<file path="config.mk">
export PLATFORM = sky130hd
export DESIGN_NAME = uart_rx_ovs
export DESIGN_NICKNAME = d
export VERILOG_FILES = /design/src/rtl/uart_rx_ovs.sv
export SDC_FILE = /design/constraint.sdc
export NUM_CORES = 1
export LEC_CHECK = 0
export ABC_AREA = 1
export CELL_PAD_IN_SITES_DETAIL_PLACEMENT = 1
export CELL_PAD_IN_SITES_GLOBAL_PLACEMENT = 2
export CORE_MARGIN = 4
export CORE_UTILIZATION = 33
export CTS_BUF_LIST = sky130_fd_sc_hd__clkbuf_8
export CTS_CLUSTER_DIAMETER = 30
export DETAILED_ROUTE_END_ITERATION = 16
export GPL_TIMING_DRIVEN = 1
export PLACE_DENSITY = 0.78
export SYNTH_ARGS = -nofsm -noshare
export SYNTH_HDL_FRONTEND = slang
export SYNTH_SLANG_ARGS = --single-unit
</file>
<file path="constraint.sdc">
create_clock -name i_clk -period 1.7 [get_ports i_clk]
set_input_delay 0.425 -clock i_clk [delete_from_list [all_inputs] [get_ports i_clk]]
set_output_delay 0.425 -clock i_clk [all_outputs]
set_load 0.02 [all_outputs]
</file>
<file path="src/rtl/uart_rx_ovs.sv">
// Oversampling UART receiver: 2-flop synchronizer, 3-sample majority vote, optional parity,
// 1/2 stop bits, valid/ready output. Define UART_RX_BREAK_DETECT_EN to report break frames on o_break.
module uart_rx_ovs #(
  parameter int CLOCK_RATE = 50000000,
  parameter int BAUD_RATE  = 9600,
  parameter int OVERSAMPLE = 16,
  parameter int DATA_BITS  = 8,
  parameter int PARITY     = 0,
  parameter int STOP_BITS  = 1,
  parameter int TICK_DIV   = CLOCK_RATE / (BAUD_RATE * OVERSAMPLE)
) (
  input  logic                 i_clk,
  input  logic                 i_rst_n,
  input  logic                 i_rx,
  input  logic                 i_ready,
  output logic                 o_valid,
  output logic [DATA_BITS-1:0] o_data,
  output logic                 o_parity_err,
  output logic                 o_frame_err,
  output logic                 o_overrun,
  output logic                 o_busy,
  output logic                 o_break
);

  localparam int DIV_W = (TICK_DIV > 1) ? $clog2(TICK_DIV) : 1;
  localparam int SMP_W = $clog2(OVERSAMPLE);
  localparam int BIT_W = (DATA_BITS > 1) ? $clog2(DATA_BITS) : 1;

  localparam logic [DIV_W-1:0] DIV_LAST = DIV_W'(TICK_DIV - 1);
  localparam logic [SMP_W-1:0] SMP_A    = SMP_W'(OVERSAMPLE / 2 - 1);
  localparam logic [SMP_W-1:0] SMP_B    = SMP_W'(OVERSAMPLE / 2);
  localparam logic [SMP_W-1:0] SMP_C    = SMP_W'(OVERSAMPLE / 2 + 1);
  localparam logic [SMP_W-1:0] SMP_LAST = SMP_W'(OVERSAMPLE - 1);
  localparam logic [BIT_W-1:0] BIT_LAST = BIT_W'(DATA_BITS - 1);

  localparam logic [2:0] IDLE  = 3'd0;
  localparam logic [2:0] START = 3'd1;
  localparam logic [2:0] DATA  = 3'd2;
  localparam logic [2:0] PAR   = 3'd3;
  localparam logic [2:0] STOP  = 3'd4;
  localparam logic [2:0] WAIT  = 3'd5;

  logic                 rx_meta, rx_sync, rx_prev;
  logic [2:0]           state_reg;
  logic [DIV_W-1:0]     div_cnt;
  logic [SMP_W-1:0]     smp_cnt;
  logic [BIT_W-1:0]     bit_cnt;
  logic                 stop_cnt;
  logic                 smp_a_reg, smp_b_reg;
  logic [DATA_BITS-1:0] shift_reg;
  logic                 par_err_reg, frame_err_reg;
  logic [DATA_BITS-1:0] data_reg;
  logic                 valid_reg, perr_out_reg, ferr_out_reg, overrun_reg, break_reg;

  logic tick, decide, bit_val, last_stop, first_stop_low, deliver, is_break, load;

  assign tick           = (state_reg != IDLE) && (div_cnt == DIV_LAST);
  assign decide         = tick && (smp_cnt == SMP_C);
  assign bit_val        = (smp_a_reg & smp_b_reg) | (smp_a_reg & rx_sync) | (smp_b_reg & rx_sync);
  assign last_stop      = (state_reg == STOP) && ((STOP_BITS == 1) || stop_cnt);
  // With two stop bits the frame error was latched on the first one.
  assign first_stop_low = stop_cnt ? frame_err_reg : ~bit_val;
  assign deliver        = decide && last_stop;

`ifdef UART_RX_BREAK_DETECT_EN
  logic par_bit_reg;
  assign is_break = deliver && first_stop_low && (shift_reg == '0) &&
                    ((PARITY == 0) || !par_bit_reg);
`else
  assign is_break = 1'b0;
`endif

  assign load = deliver && !is_break && (!valid_reg || i_ready);

  always_ff @(posedge i_clk or negedge i_rst_n) begin
    if (!i_rst_n) begin
      rx_meta       <= 1'b1;
      rx_sync       <= 1'b1;
      rx_prev       <= 1'b1;
      state_reg     <= IDLE;
      div_cnt       <= '0;
      smp_cnt       <= '0;
      bit_cnt       <= '0;
      stop_cnt      <= 1'b0;
      smp_a_reg     <= 1'b0;
      smp_b_reg     <= 1'b0;
      shift_reg     <= '0;
      par_err_reg   <= 1'b0;
      frame_err_reg <= 1'b0;
`ifdef UART_RX_BREAK_DETECT_EN
      par_bit_reg   <= 1'b0;
`endif
    end else begin
      rx_meta <= i_rx;
      rx_sync <= rx_meta;
      rx_prev <= rx_sync;
      if (state_reg == IDLE) begin
        div_cnt <= '0;
        smp_cnt <= '0;
        if (rx_prev && !rx_sync)
          state_reg <= START;
      end else begin
        if (tick) begin
          div_cnt <= '0;
          smp_cnt <= (smp_cnt == SMP_LAST) ? '0 : smp_cnt + 1'b1;
          if (smp_cnt == SMP_A) smp_a_reg <= rx_sync;
          if (smp_cnt == SMP_B) smp_b_reg <= rx_sync;
        end else begin
          div_cnt <= div_cnt + 1'b1;
        end
        // Every bit is decided on its third vote sample; the sample counter keeps bit alignment.
        if (state_reg == WAIT) begin
          if (rx_sync) state_reg <= IDLE;
        end else if (decide) begin
          case (state_reg)
            START: begin
              bit_cnt   <= '0;
              state_reg <= bit_val ? IDLE : DATA;
            end
            DATA: begin
              shift_reg <= {bit_val, shift_reg[DATA_BITS-1:1]};
              if (bit_cnt == BIT_LAST) begin
                stop_cnt  <= 1'b0;
                state_reg <= (PARITY != 0) ? PAR : STOP;
              end else begin
                bit_cnt <= bit_cnt + 1'b1;
              end
            end
            PAR: begin
              par_err_reg <= (PARITY == 1) ? ~(^shift_reg ^ bit_val) : (^shift_reg ^ bit_val);
`ifdef UART_RX_BREAK_DETECT_EN
              par_bit_reg <= bit_val;
`endif
              state_reg   <= STOP;
            end
            STOP: begin
              if (!stop_cnt) frame_err_reg <= ~bit_val;
              if (last_stop) state_reg <= (bit_val && !is_break) ? IDLE : WAIT;
              else           stop_cnt  <= 1'b1;
            end
            default: ;
          endcase
        end
      end
    end
  end

  always_ff @(posedge i_clk or negedge i_rst_n) begin
    if (!i_rst_n) begin
      data_reg     <= '0;
      valid_reg    <= 1'b0;
      perr_out_reg <= 1'b0;
      ferr_out_reg <= 1'b0;
      overrun_reg  <= 1'b0;
      break_reg    <= 1'b0;
    end else begin
      overrun_reg <= deliver && !is_break && valid_reg && !i_ready;
      break_reg   <= is_break;
      if (load) begin
        data_reg     <= shift_reg;
        perr_out_reg <= par_err_reg;
        ferr_out_reg <= first_stop_low;
        valid_reg    <= 1'b1;
      end else if (i_ready) begin
        valid_reg <= 1'b0;
      end
    end
  end

  assign o_valid      = valid_reg;
  assign o_data       = data_reg;
  assign o_parity_err = perr_out_reg;
  assign o_frame_err  = ferr_out_reg;
  assign o_overrun    = overrun_reg;
  assign o_busy       = (state_reg != IDLE);
  assign o_break      = break_reg;

endmodule

</file>
==> metrics.yaml <==
hold_path_class: "in -> async"
power.share.combinational: 0.296
met1_usage: 0.194
ant_nets: 0
drive_gt1_frac: 0.159
crit_chain: "clkdlybuf4s50_1"
initial_core_util: 0.342
drt_iter0_markers: 53
htreeDepth: 2
gp_congestion: 0.759
crit_path_max_fanout: 1
yosys_register_bits: 45
netlist_instances: 286
final_area_mm2: 0.00288
critPathArrivalTime_ns: 1.22
busiest_layer: "met2"
p_clk_frac: 0.290
pwr-share-seq: 0.414
syn-cell-area_mm2: 0.00235
nNetsFinal: 331
n_antenna_cell: 0
globalRouteMet3Util: 0.0252
r2r_slack_ns: 0.12
startpoint: "o_overrun$_DFF_PN0_"
post_drt_wl_per_cell_um: 12.9
worst_path_largest_cell_delay_ns: 0.59
place_area_mm2: 0.00273
clockRootBuffer: "clkbuf_8"
ioPinCount: 18
fp-row-count: 30
peakVddDrop_uv: 367
status: "completed"
r2r-end: "o_data[6]$_DFFE_PN0P_"
num_vias: 1945
drt_wl_total_mm: 5.37
worstSkewPairLatency_ns: 0.30
slew_violations: 0
avgSynthCellArea_um2: 8.21
timing.final.crit_share: 0.965
period_needed_ns: 1.64
numCtsBuffers: 5
ff2ff_path_depth: 9
grt_max_degree: 23
portBuffers: 16
die_x_um: 92.3
vias_per_cell: 4.66
ctsHoldBuffers: 0
final_cells: 417
cap_violations: 0
end_kind: "primary output"
fmax_mhz: 609
tns_ns: 0
powerDensity_mw_per_mm2: 1010
clock_path_buffers: 2
critical-path-top-delay-family: "buffers and inverters"
synth_nets: 297
drcViolationCount: 0
crit_type: "reg -> out"
synth_cell_types: 31
cts_tree: "built"
coreArea_mm2: 0.00687
dr.pass1.iters: 4
cp.required_ns: 1.27
post-cts-setup-buffer-count: 0
yosys_warnings: 0
power_report.internal_total_uw: 1960
layout_common_cells: "96 x nand2_1, 42 x dfrtp_1, 29 x inv_1"
critPathBufInv: 1
reg2reg_from: "div_cnt[0]$_DFF_PN0_"
die_h_um: 92.3
switching_share: 0.324
power.leakage_uw: 0.00154
placed_cells: 409
path_clk_slew_ns: 0.09
die_area_mm2: 0.00853
final_common_cell: "nand2_1"
critPathLaunchType: "register"
synth-seq-area-share: 0.481
grtUsageTotal: 0.136
rsz0062_at_grt: "no"
p_switching_uw: 941
cts_sinks: 45
area_growth_pct: 22.7
slowest_stage: "clkdlybuf4s50_1"
grt-ovfl-total: 0
setup_violations: 0
grt_pass1_vias: 1983
met2_usage: 0.208
fin_skew_ns: 0.00913
fill_cells: 852
antenna_found_initial: 0
dp_hpwl_mm: 4.14
largest_reg_flops: 9
grt_pass1_wl_mm: 9.41
hold_viol_final: 0
[per-layer routing]
| layer | wire, um | vias to the layer above |
|---|---|---|
| li1 | - | 983 |
| met1 | 2780 | 946 |
| met2 | 2440 | 11 |
| met3 | 72 | 5 |
| met4 | 73 | 0 |
| met5 | 0 | - |
[synthesized netlist by cell type]
cell,count,area [um^2]
dfstp_2,3,78.8
xor2_1,2,17.5
clkbuf_1,2,7.51
nand4_4,1,21.3
nor2_1,21,78.8
nand3_2,2,20.0
o21a_1,1,7.51
or2_2,1,6.26
nand2_1,97,364
a21oi_1,5,25.0
nor4_1,1,6.26
conb_1,1,3.75
inv_2,2,7.51
nand4_1,13,81.3
nand2_4,1,11.3
o22ai_1,2,12.5
buf_4,2,15.0
ha_1,7,87.6
nand2_2,2,12.5
dfrtp_1,42,1050
buf_6,2,22.5
nor3b_1,2,15.0
nor3_1,5,25.0
o21ai_1,3,15.0
nor3_4,2,32.5
xnor2_1,2,17.5
o21ai_0,8,40.0
inv_4,1,6.26
inv_1,30,113
o21ai_2,8,70.1
nand3_1,15,75.1
[worst register-to-register path, delay by kind of cell, from the launching register on]
kind | cells | cell delay (ns)
flops | 1 | 0.39
simple gates | 5 | 0.62
fa+ha+maj | 1 | 0.15
buf+inv | 3 | 0.36
[cells by family after synthesis]
group                    share of synthesized area
flip-flops                                   0.481
AO/OA/AOI/OAI                               0.0725
XOR/XNOR                                    0.0149
AND/OR/NAND/NOR                              0.319
other                                      0.00160
adder cells (fa/ha/maj)                     0.0373
buffers and inverters                       0.0730
[how the worst max path moves through the flow]
stage / to / cells past startpoint / slack [ns]
global placement: o_busy / 3 / 0.10
finish: o_overrun / 1 / 0.06
detailed placement: o_data[5]$_DFFE_PN0P_ / 9 / 0.04
global route: o_busy / 3 / 0.00009
CTS: o_data[3] / 1 / 0.0001
floorplan: shift_reg[1]$_DFFE_PN0P_ / 10 / 0.19
[stage by stage]
stage                      util  worst slack, ns  hold slack (ns)  power [uW]
after floorplan               -            0.188            0.129        1690
after global placement    0.397            0.105            0.346        2070
after detailed placement  0.397           0.0373            0.351        2090
after CTS                 0.413         0.000114           0.0866        2930
after global routing      0.419        0.0000938           0.0916        3120
final                     0.419           0.0591           0.0846        2900
[final cells by class]
type | instances | area (um^2) | area share
Clock buffer | 6 | 82.6 | 0.0287
Inverter | 33 | 129 | 0.0447
Multi-Input combinational cell | 202 | 1060 | 0.370
Timing Repair Buffer | 33 | 320 | 0.111
Clock inverter | 2 | 33.8 | 0.0117
Sequential cell | 45 | 1130 | 0.392
Tap cell | 96 | 120 | 0.0417
[power by group through the flow]
stage,logic [uW],registers [uW],clock network (uW)
after floorplan,455,1230,0
after global placement,844,1220,0
after detailed placement,864,1220,0
after CTS,857,1200,873
after global routing,967,1220,930
final,860,1200,841
[timing repair]
item                       CTS  global route
gates cloned                 0             0
resized for setup            6            14
setup endpoints to repair    5            22
No activity file was read; power rests on OpenSTA's default activity.
